File: src/rtl/truth_table_sweeper.sv
// rtl/truth_table_sweeper.sv - exhaustive 3-input truth-table sweeper for the function unit self-test
//
// Walks {B,C,D} through 000..111. For each vector it waits SETTLE cycles and then samples y.
// It builds the 8-bit table and compares it against EXPECTED.
//
// Ports:
//   clk          in   clock, rising edge
//   rst_n        in   asynchronous active-low reset
//   start        in   begin a sweep (sampled only in IDLE)
//   abort        in   cancel a sweep in progress (wins over start)
//   B, C, D      out  registered function-unit inputs, B is the MSB of the vector index
//   y            in   function-unit output
//   busy         out  high while a sweep is walking vectors (WAIT/SAMPLE)
//   done         out  one-cycle pulse on sweep completion
//   truth_table  out  captured table, bit i = y sampled for vector i
//   pass         out  last completed sweep had no mismatches
//   err_count    out  mismatch count of current/last sweep (0..8)
//   first_err    out  lowest mismatching vector index, valid when err_count != 0

module truth_table_sweeper #(
    parameter int         SETTLE   = 2,
    parameter logic [7:0] EXPECTED = 8'hA2
) (
    input  logic       clk,
    input  logic       rst_n,
    input  logic       start,
    input  logic       abort,
    output logic       B,
    output logic       C,
    output logic       D,
    input  logic       y,
    output logic       busy,
    output logic       done,
    output logic [7:0] truth_table,
    output logic       pass,
    output logic [3:0] err_count,
    output logic [2:0] first_err
);

    typedef enum logic [1:0] {
        S_IDLE,
        S_WAIT,
        S_SAMPLE,
        S_FINISH
    } state_t;

    localparam logic [3:0] SETTLE_LAST = 4'(SETTLE - 1);

    state_t     state_q;
    state_t     state_d;
    logic [2:0] idx_q;
    logic [3:0] cnt_q;

    // The vector index register drives the function unit directly, so B/C/D are registered.
    assign {B, C, D} = idx_q;

    always_comb begin
        state_d = state_q;
        busy    = 1'b0;
        done    = 1'b0;
        case (state_q)
            S_IDLE: begin
                if (start && !abort) state_d = S_WAIT;
            end
            S_WAIT: begin
                busy = 1'b1;
                if (abort)                    state_d = S_IDLE;
                else if (cnt_q == SETTLE_LAST) state_d = S_SAMPLE;
            end
            S_SAMPLE: begin
                busy = 1'b1;
                if (abort)              state_d = S_IDLE;
                else if (idx_q == 3'd7) state_d = S_FINISH;
                else                    state_d = S_WAIT;
            end
            S_FINISH: begin
                done    = 1'b1;
                state_d = S_IDLE;
            end
            default: state_d = S_IDLE;
        endcase
    end

    always_ff @(posedge clk or negedge rst_n) begin
        if (!rst_n) begin
            state_q <= S_IDLE;
        end else begin
            state_q <= state_d;
        end
    end

    always_ff @(posedge clk or negedge rst_n) begin
        if (!rst_n) begin
            idx_q       <= 3'd0;
            cnt_q       <= 4'd0;
            truth_table <= 8'h00;
            pass        <= 1'b0;
            err_count   <= 4'd0;
            first_err   <= 3'd0;
        end else begin
            case (state_q)
                S_IDLE: begin
                    if (start && !abort) begin
                        idx_q       <= 3'd0;
                        cnt_q       <= 4'd0;
                        truth_table <= 8'h00;
                        pass        <= 1'b0;
                        err_count   <= 4'd0;
                        first_err   <= 3'd0;
                    end
                end
                S_WAIT: begin
                    if (abort) pass <= 1'b0;
                    else       cnt_q <= cnt_q + 4'd1;
                end
                S_SAMPLE: begin
                    if (abort) begin
                        // Partial results stay visible; the vector holds where it stopped.
                        pass <= 1'b0;
                    end else begin
                        truth_table[idx_q] <= y;
                        if (y != EXPECTED[idx_q]) begin
                            err_count <= err_count + 4'd1;
                            if (err_count == 4'd0) first_err <= idx_q;
                        end
                        if (idx_q != 3'd7) begin
                            idx_q <= idx_q + 3'd1;
                            cnt_q <= 4'd0;
                        end
                    end
                end
                S_FINISH: begin
                    // err_count already includes the final vector's sample.
                    pass <= (err_count == 4'd0);
                end
                default: ;
            endcase
        end
    end

endmodule
File: config.mk
export PLATFORM = sky130hd
export DESIGN_NAME = truth_table_sweeper
export DESIGN_NICKNAME = d
export VERILOG_FILES = /design/src/rtl/truth_table_sweeper.sv
export SDC_FILE = /design/constraint.sdc
export NUM_CORES = 1
export LEC_CHECK = 0
export ABC_AREA = 1
export CAP_MARGIN = 20
export CORE_ASPECT_RATIO = 0.8
export CORE_UTILIZATION = 36
export CTS_CLUSTER_SIZE = 30
export DETAILED_ROUTE_END_ITERATION = 10
export SKIP_CTS_REPAIR_TIMING = 1
export SLEW_MARGIN = 15
export SYNTH_ARGS = -nofsm -noshare
export SYNTH_HDL_FRONTEND = slang
export SYNTH_SLANG_ARGS = --single-unit
File: constraint.sdc
create_clock -name clk -period 1.4 [get_ports clk]
set_input_delay 0.28 -clock clk [delete_from_list [all_inputs] [get_ports clk]]
set_output_delay 0.28 -clock clk [all_outputs]
set_load 0.05 [all_outputs]
==> run summary <==
Hold WC Path Type: primary input to asynchronous set/reset pin
top cells by instance count after synthesis: nand2_1, inv_1, dfrtp_1
Worst R2R End: err_count[3]
# clock sinks: 25
Layout Utilization: 68.31%
Reg2Reg Launch Point: state_q[1]
Worst Setup End Kind: output pin
global-route wire length before repair: 6044 um
Yosys top cell area share: 40.72%
Worst setup SP type: flop
post-route ant nets: 0
wire length per cell: 13.08 um
setup violators final: 27
total track usage: 17.84%
top-count cell post-synth: nand2_1
post-synthesis sequential area ratio: 40.72%
Final min period: 1547 ps
PwrDens: 1800 nW/um^2
hold_ws: 357.1 ps
Worst Reg-to-Reg Cells: 9
final hold viol count: 0
PnR worst setup slack: -147.3 ps
Yosys top cell by area: dfrtp_1
Rows: 20
Slowest cell on crit path: dfrtp_1
Area growth syn-to-layout: 74.67%
Syn. warnings: 0
Post-synth ARST share: 100.0%
post-synthesis cell type count: 26
Die ar.: 4535 um^2
Clock Tree Buf Depth: 2
Max-cap violations: 0
DP HPWL: 2661 um
CP cell instances: buf_6 -> ha_4 -> buf_6 -> buf_12
Main synth FF type: dfrtp_1
core box area: 3929 um^2
status: finished with violations
Routed WL: 3950 um
fraction of layout cells with a size suffix above 1: 46.15%
starting DRC count in detailed routing: 59
DP Worst Slack: -301.6 ps
critical path's most frequent cell: buf_6
Initial Util: 39.11%
Die X: 75.04 um
Yosys reg bits: 25
vias in the first global route: 1328
n_diodes: 0
max_slew headroom: 77.49%
GPL Wtd Cong: 0.9059
Die Y: 60.43 um
CTS tree: built
DR vias: 1458
Clock H-tree levels: 1
upper clock frequency limit: 646.3 MHz
leakage power: 1.180 nW
Ports: 26
first drt pass iteration count: 4
total power: 4.831 mW
Slew Viols, Final: 0
Post-Synthesis Cell Area: 1536 um^2
PortBufs: 25
critical path's largest stage delay: 430 ps
required time of the critical path: 1120 ps
Clock Latency Late Sink: 280 ps
DRC: 0
Final #Nets: 264
failing checks: negative setup slack
CTS Buf Count: 3
largest net degree at the start of global routing: 26
Synth area leaders: dfrtp_1, nand2_1, ha_1, inv_1, o21ai_0
gr ovfl total: 0
worst path arrival time: 1270 ps
vias per inst: 4.828
number of flops mapped to enable cells by yosys: 0
Final Cycle Share: 110.5%
clk_skew: 10.58 ps
initial antenna violation count: 0
CTS clock-pin slew for the worst setup and hold paths: 100 ps
synthesized area per cell: 8.087 um^2
Worst Path Max Fanout: 3
slew at the pin with the worst max-slew slack: 334.1 ps
Post-Syn Nets: 206
flop2flop setup slack: -140 ps
worst setup path category: flop to output pin
VDD IR max: 977.3 uV
root buf cell: clkbuf_8
RSZ-0062 raised after global routing: true
Post-Synthesis Cells: 190
per-layer routing:
metal  global-route usage, %  part of all wire (%)  vias to the layer above
met2                   30.37                    49                       27
li1                        -                     -                      735
met3                   4.817                   3.6                        4
met4                   2.426                  0.66                        0
met5                       0                     0                        -
met1                   23.45                    47                      692
kinds of logic after synthesis:
kind of cell	count (synthesis)	share of synthesized area, %
DFF	25	40.72
AOI/OAI and AO/OA	36	13.03
and+or+nand+nor	85	27.85
buffers and inverters	32	8.876
xor gates and xnor gates	1	0.5701
adders and majority gates	11	8.958
layout by cell type (no fill, tap or decap), types with 7 or more instances in the layout:
cell type / count
buf_12: 24
o21ai_0: 7
nand2_2: 8
ha_4: 7
inv_1: 20
nand3_1: 8
nand2_1: 38
buf_4: 16
buf_6: 10
dfrtp_1: 21
o21ai_1: 16
how the worst max path moves through the flow:
stage	start	slack, ps	cells past startpoint	endpoint
finish	state_q[1]	-150	4	done
detailed placement	abort	-300	7	idx_q[0]
global route	state_q[1]	-210	8	idx_q[0]
floorplan	idx_q[1]	-40	10	err_count[2]
global placement	abort	-230	7	idx_q[0]
CTS	state_q[1]	-270	7	cnt_q[1]
metrics by stage:
step           instances  setup TNS, ps  instance area, um^2
4_1_cts              288          -3536                 2323
2_1_floorplan        190         -607.1                 1627
3_3_place_gp         284          -4892                 2277
5_1_grt              302          -4363                 2684
3_5_place_dp         284          -5378                 2277
6_report             302          -2542                 2684
layout make-up:
cell class	count	area, um^2
Fill cell	290	1245
Clock inverter	1	5.005
Timing Repair Buffer	56	793.3
Sequential cell	25	635.6
Tap cell	55	68.82
Clock buffer	3	41.29
Inverter	29	118.9
Multi-Input combinational cell	133	1021
sequential cells by signal (all words and copies together), names as in the netlist:
signal / cells
idx_q: 3
truth_table: 8
state_q: 2
first_err: 3
pass: 1
cnt_q: 4
err_count: 4
worst max-delay path: cells and delay by family, from the launching register on:
kind | cells | cell delay [ps]
fa+ha+maj | 1 | 160
buf+inv | 3 | 400
flops | 1 | 430
power by group:
part | total (mW) | internal, mW | switching (mW)
registers | 0.964 | 0.829 | 0.136
clock network | 0.448 | 0.200 | 0.248
logic | 3.42 | 1.67 | 1.75
total | 4.83 | 2.70 | 2.13
Power figures use the tool's default switching activity.
